$ cat src/rtl/wb_regfile.sv
// Write-back mux plus an 8 x 19-bit architectural register file. It has two
// combinational read ports with same-cycle bypass and keeps debug commit tracking.

module wb_regfile_rdport #(
  parameter bit R0_ZERO = 1'b0
) (
  input  logic [2:0]       addr_i,
  input  logic             commit_i,
  input  logic [2:0]       wb_rd_i,
  input  logic [18:0]      wb_data_i,
  input  logic [7:0][18:0] regs_i,
  output logic [18:0]      data_o
);
  always_comb begin
    data_o = regs_i[addr_i];
    if (R0_ZERO && addr_i == 3'd0)
      data_o = '0;
    else if (commit_i && wb_rd_i == addr_i)
      data_o = wb_data_i;
  end
endmodule

module wb_regfile #(
  parameter bit R0_ZERO = 1'b0,
  parameter int CNT_W   = 16
) (
  input  logic             clk,
  input  logic             rst_n,
  input  logic             WB_regwrite,
  input  logic             WB_memtoreg,
  input  logic [18:0]      WB_rdata,
  input  logic [18:0]      WB_out,
  input  logic [2:0]       WB_rd,
  input  logic [2:0]       rs1_addr,
  input  logic [2:0]       rs2_addr,
  output logic [18:0]      rs1_data,
  output logic [18:0]      rs2_data,
  output logic [18:0]      wb_data,
  output logic [2:0]       last_rd,
  output logic [18:0]      last_wdata,
  output logic             last_valid,
  output logic [CNT_W-1:0] wr_count,
  input  logic             clr_count
);
  localparam int NUM_RD = 2;

  logic [7:0][18:0]        regs_q;
  logic [2:0]              last_rd_q;
  logic [18:0]             last_wdata_q;
  logic                    last_valid_q;
  logic [CNT_W-1:0]        cnt_q, cnt_d;
  logic                    commit;
  logic [NUM_RD-1:0][2:0]  rd_addr;
  logic [NUM_RD-1:0][18:0] rd_data;

  assign wb_data = WB_memtoreg ? WB_rdata : WB_out;
  assign commit  = WB_regwrite && !(R0_ZERO && WB_rd == 3'd0);

  // Clear takes precedence over a same-edge commit.
  always_comb begin
    cnt_d = cnt_q;
    if (clr_count)   cnt_d = '0;
    else if (commit) cnt_d = cnt_q + 1'b1;
  end

  always_ff @(posedge clk or negedge rst_n) begin
    if (!rst_n) begin
      regs_q       <= '0;
      last_rd_q    <= '0;
      last_wdata_q <= '0;
      last_valid_q <= 1'b0;
      cnt_q        <= '0;
    end else begin
      cnt_q <= cnt_d;
      if (commit) begin
        regs_q[WB_rd] <= wb_data;
        last_rd_q     <= WB_rd;
        last_wdata_q  <= wb_data;
        last_valid_q  <= 1'b1;
      end
    end
  end

  assign rd_addr[0] = rs1_addr;
  assign rd_addr[1] = rs2_addr;

  for (genvar p = 0; p < NUM_RD; p++) begin : g_rd
    wb_regfile_rdport #(.R0_ZERO(R0_ZERO)) u_port (
      .addr_i    (rd_addr[p]),
      .commit_i  (commit),
      .wb_rd_i   (WB_rd),
      .wb_data_i (wb_data),
      .regs_i    (regs_q),
      .data_o    (rd_data[p])
    );
  end

  assign rs1_data   = rd_data[0];
  assign rs2_data   = rd_data[1];
  assign last_rd    = last_rd_q;
  assign last_wdata = last_wdata_q;
  assign last_valid = last_valid_q;
  assign wr_count   = cnt_q;
endmodule

$ cat config.mk
export PLATFORM = sky130hd
export DESIGN_NAME = wb_regfile
export DESIGN_NICKNAME = d
export VERILOG_FILES = /design/src/rtl/wb_regfile.sv
export SDC_FILE = /design/constraint.sdc
export NUM_CORES = 1
export LEC_CHECK = 0
export ABC_AREA = 1
export CAP_MARGIN = 40
export CORE_MARGIN = 5
export CORE_UTILIZATION = 38
export CTS_CLUSTER_SIZE = 16
export DETAILED_ROUTE_END_ITERATION = 7
export GPL_ROUTABILITY_DRIVEN = 0
export SLEW_MARGIN = 10
export SYNTH_ARGS = -nofsm -noshare
export SYNTH_HDL_FRONTEND = slang
export SYNTH_SLANG_ARGS = --single-unit
$ cat constraint.sdc
create_clock -name clk -period 1.6 [get_ports clk]
set_input_delay 0.16 -clock clk [delete_from_list [all_inputs] [get_ports clk]]
set_output_delay 0.16 -clock clk [all_outputs]
set_load 0.02 [all_outputs]
==> impl_metrics.json <==
{
  "drt-pass1-iter-count": 5,
  "routed_wl_um": 40200,
  "grtUsageMet1": 0.340,
  "grt_start_max_net_pins": 52,
  "drive_above_1_share": 0.251,
  "p_switching_uw": 5380,
  "cts-root-buf": "clkbuf_16",
  "grt_first_pass_wirelength_um": 63500,
  "cpLargestDelayFamily": "flip-flops",
  "finalCritPeriodShare": 1.05,
  "fin_nets": 1810,
  "p_seq_frac": 0.406,
  "cp_cell_sequence": "o211ai_1 -> nand3_1 -> nand3_2 -> nand2_2 -> buf_6",
  "max-vdd-ir-drop_uv": 472,
  "worstPathArrival_ns": 1.52,
  "synth.area.top_cells": "dfrtp_1 43%, nand2_1 18%, o21ai_0 8.7%, nand3_1 6.7%, o211ai_1 4.9%",
  "cts_tree": "yes",
  "yosys_warnings": 0,
  "final-hold-violation-count": 0,
  "pwr-share-comb": 0.314,
  "cp_slowest_cell": "dfrtp_1",
  "slew_headroom": 0.686,
  "max_freq_mhz": 594,
  "crit_type": "reg -> out",
  "vias_per_cell": 5.30,
  "clockBufferDepth": 2,
  "grt_overflow": 0,
  "ff2ff_path_depth": 6,
  "synth_top_cell_area_share": 0.432,
  "hpwl_um": 28200,
  "worstReg2RegEnd": "wr_count[8]$_DFFE_PN0P_",
  "final_util": 0.526,
  "area_growth_pct": 36.4,
  "slew_viol_final": 0,
  "num_antenna_cells": 0,
  "max_slew.worst_pin.slew_ns": 0.471,
  "netlist_area_mm2": 0.0111,
  "design.die.area_mm2": 0.0326,
  "yosysSeqAreaShare": 0.432,
  "status": "finished with violations",
  "internal_power_uw": 9790,
  "synth-seq-cells": 191,
  "fp.coreArea_mm2": 0.0287,
  "htree_levels": 4,
  "use_met3": 0.0418,
  "path_depth": 5,
  "violations": "setup timing",
  "r2r_start": "wr_count[1]$_DFFE_PN0P_",
  "drc_errors": 0,
  "min_from": "WB_rd[2]",
  "cts.reportedPaths.clkPinSlew_ns": 0.07,
  "max_stage_delay_ns": 0.41,
  "die_y_um": 181,
  "post-place-ws_ns": -0.766,
  "ys_types": 29,
  "cp-startpoint": "regs_q[43]$_DFFE_PN0P_",
  "layout_common_cells": "496 x nand2_1, 191 x dfrtp_1, 168 x o21ai_0, 144 x buf_4, 115 x nand3_1",
  "num-fill-cells": 2699,
  "clock-skew-final_ns": 0.0100,
  "antenna_found_initial": 0,
  "critPathMaxFanout": 3,
  "start_kind": "flop",
  "cts_sinks": 191,
  "grt_busiest_layer": "met2",
  "clock_latency_ns": 0.45,
  "yosys.area.top_type": "dfrtp_1",
  "syn_nets": 1589,
  "endpoint": "rs1_data[5]",
  "avgSynthCellArea_um2": 7.21,
  "grtUsageTotal": 0.243,
  "min_period_ns": 1.68,
  "fin_ws_ns": -0.0838,
  "clkPwrFrac": 0.280,
  "cts_made_buffers": 17,
  "rrSetupSlack_ns": 0.22,
  "leakagePower_uw": 0.00739,
  "die_x_um": 181,
  "p_per_area_mw_per_mm2": 1000,
  "drt-initial-drc-count": 1111,
  "syn_inst": 1536,
  "path_buf_inv": 1,
  "numPortBuffers": 147,
  "worst_setup_path_end_kind": "primary output",
  "setup_viol_count_final": 36,
  "rsz0062_at_grt": "true",
  "grt_pass1_vias": 11000,
  "ant_nets": 0,
  "swShare": 0.355,
  "worst-endpoint-required_ns": 1.44,
  "met2_usage": 0.383,
  "ios": 148,
  "final_common_cell": "nand2_1",
  "hp-class": "in -> reg",
  "routed-via-count": 11400,
  "start_util": 0.386,
  "wl_per_cell_um": 18.6,
  "row_count": 62,
  "drv_cap": 0
}
## power by group through the flow
| stage | combinational (uW) | sequential (uW) | clock [uW] |
|---|---|---|---|
| after CTS | 4560 | 6120 | 4330 |
| after floorplan | 2410 | 6140 | 0 |
| after detailed placement | 4370 | 6170 | 0 |
| final | 4770 | 6150 | 4240 |
| after global routing | 5240 | 6250 | 4510 |
| after global placement | 4320 | 6150 | 0 |
## metal layers
layer	wire length, um	up-vias
met2	18200	473
met5	0	-
met3	2740	75
met1	18100	5421
met4	1110	0
li1	-	5448
## worst min-delay path: cells and delay by family
family / cells / cell delay (ns)
AO/OA/AOI/OAI: 1 / 0.09
buffers and inverters: 3 / 0.33
## cell type report
class / count / area, um^2 / area share
well taps: 384 / 480 / 0.0318
clock inverters: 14 / 146 / 0.00970
clock buffers: 18 / 429 / 0.0284
flip-flops and latches: 191 / 4780 / 0.317
inverters: 117 / 444 / 0.0294
multi-input cells: 1098 / 5520 / 0.366
repair buffers: 332 / 3300 / 0.218
## cell families (layout without fill, tap and decap cells)
logic type               after synthesis  in the layout  share of synthesized area
adder cells (fa/ha/maj)                1              1                    0.00113
flip-flops                           191            191                      0.432
AO/OA/AOI/OAI                        322            322                      0.163
buffers and inverters                247            481                      0.102
multiplexers                          18             18                     0.0183
XOR/XNOR                               3              3                    0.00237
AND/OR/NAND/NOR                      754            754                      0.282
## worst min path at each step
stage / to / slack (ns) / cells after the start
after floorplan: last_rd[0]$_DFFE_PN0P_ / -0.14 / 0
after global placement: wr_count[15]$_DFFE_PN0P_ / 0.16 / 1
after detailed placement: last_wdata[2]$_DFFE_PN0P_ / 0.16 / 1
after CTS: wr_count[9]$_DFFE_PN0P_ / 0.24 / 2
after global routing: last_rd[2]$_DFFE_PN0P_ / 0.21 / 4
final: last_rd[2]$_DFFE_PN0P_ / 0.19 / 4
## what timing repair did
item                       in CTS  in global routing
resized for setup             367                128
setup endpoints to repair      80                 67
hold endpoints to repair       40                  0
hold buffers                    1                  0
gates cloned                    3                  0
pin swaps                      98                 69
buffers inserted               14                  7
## cells in the mapped netlist
| cell type | n |
|---|---|
| inv_1 | 111 |
| nand2_2 | 1 |
| nand3_2 | 11 |
| nor3b_1 | 2 |
| buf_6 | 2 |
| nor3_2 | 1 |
| buf_2 | 73 |
| a211oi_1 | 1 |
| xor2_1 | 2 |
| inv_2 | 6 |
| nor2_1 | 58 |
| o21ai_0 | 192 |
| a21oi_1 | 49 |
| dfrtp_1 | 191 |
| o21bai_1 | 3 |
| nand3_1 | 149 |
| nor2_2 | 2 |
| ha_1 | 1 |
| buf_12 | 1 |
| or2_2 | 1 |
| nand2_1 | 526 |
| clkbuf_2 | 6 |
| o211ai_1 | 72 |
| o21ai_1 | 5 |
| nand4_1 | 3 |
| xnor2_1 | 1 |
| buf_4 | 19 |
| clkbuf_1 | 29 |
| mux2_2 | 18 |
## flip-flops by register name, summed over array words and instances, names as in the netlist
name,count
last_rd,3
last_valid,1
last_wdata,19
regs_q,152
wr_count,16
## per-stage QoR
step                TNS (ns)  instance area [um^2]  power (uW)  hold slack, ns  cells
CTS                    -1.75                 14800       15000           0.237   2147
global placement      -73.37                 13900       10500           0.157   2098
floorplan                  0                 11100        8550          -0.136   1536
global route           -4.02                 15100       16000           0.208   2154
finish                 -1.46                 15100       15200           0.192   2154
detailed placement    -71.58                 13900       10500           0.159   2098
(Power assumes the default switching activity.)
==> RTL edit (same settings) <==
`R0_ZERO` is set to 1'b0 in 2 places; all go to 1'b1.
--- a/src/rtl/wb_regfile.sv
+++ b/src/rtl/wb_regfile.sv
@@ -3,5 +3,5 @@
 
 module wb_regfile_rdport #(
-  parameter bit R0_ZERO = 1'b0
+  parameter bit R0_ZERO = 1'b1
 ) (
   input  logic [2:0]       addr_i,
@@ -22,5 +22,5 @@
 
 module wb_regfile #(
-  parameter bit R0_ZERO = 1'b0,
+  parameter bit R0_ZERO = 1'b1,
   parameter int CNT_W   = 16
 ) (
Formal check against the unedited RTL: not equivalent (a bounded check fails within 4 cycles, from zero or initial values and one cycle with rst_n low).
==> RTL edit against the original RTL <==
Cell count increased by 3.9%. Count of clock-buffer cells in the layout did not move. Largest power group unchanged. Total power increased by 1.9%. Highest routed layer unchanged. Routed wire length up 3.7%. Design area grew 3.4%. Setup slack worse by 0.069 ns. Area after synthesis barely moved. Sequential cell count unchanged. The flow still finishes with violations (negative setup slack).
==> RTL edit: results (changes against the original RTL) <==
vias in the first global route 11400 (+4.0%); Data buffer area share 21.9% (+0.096 points); DIE AREA 32600 um2 (about the same); Tot GR Track Use 24.9% (+0.59 points); comb_multi_in 1189 (+8.3%); sequential share of the synthesized area 43.2% (about the same); Commonest cells post-synth nand2_1, nand3_1, nor2_1; number of library cell types mapped by synthesis 32 (+10%); Adder-Cell Fraction of Synth Area 0.113% (about the same); seq_cells 191 (unchanged); pin count of the biggest net entering global routing 50 (-3.8%); final setup fails 35 (-2.8%); global-route wire length before repair 64.6 mm (+1.8%); GRT met2 Usage 41.0% (+2.7 points); mux contribution to synthesized area 0% (-1.8 points); DR iter-0 viols 1124 (+1.2%); final non-filler cell total 2237 (+3.9%); violated checks negative setup slack; sequential cell area share 30.6% (-1.0 points); fin worst setup slack -0.153 ns (-0.0690 ns); Clk power 4310 uW (+2%); area of the multi-input gates 5990 um2 (+8.5%); Non-clk invs 87 (-26%); final clock skew 0.00229 ns (-0.00773 ns); status finished, violations left; postcts setup bufs 26 (+12); post-placement cell area 14000 um2 (+0.49%); leakage power 0.00771 uW (+4.4%); initial antenna violation count 1 (+1); compound-gate portion of the synthesized area 10.6% (-5.7 points)
==> RTL edit: cell count changes in the layout (fill, tap and decap cells not counted), moves of 14 or more <==
cell,delta
nand3_1,+56
nand4_1,+14
nand3_2,+26
buf_4,+37
o211ai_1,-72
inv_1,+14
o21ai_1,-17
inv_2,-46
o21ai_0,-110
nor2_2,+26
nor2_1,+122
nand2_1,-48
buf_6,-17
a21oi_1,+91
==> RTL edit: final timing paths <==
check	from	endpoint	slack [ns]	cells past startpoint
setup / recovery	regs_q[26]$_DFFE_PN0P_	rs1_data[7]	-0.15	7
max in group asynchronous	rst_n	regs_q[31]$_DFFE_PN0P_	0.76	3
min in group asynchronous	rst_n	last_wdata[1]$_DFFE_PN0P_	0.22	2
setup reg to reg	wr_count[0]$_DFFE_PN0P_	wr_count[10]$_DFFE_PN0P_	0.19	7
hold / removal	WB_rd[1]	last_rd[1]$_DFFE_PN0P_	0.12	4
hold reg to reg	regs_q[15]$_DFFE_PN0P_	regs_q[15]$_DFFE_PN0P_	0.40	0
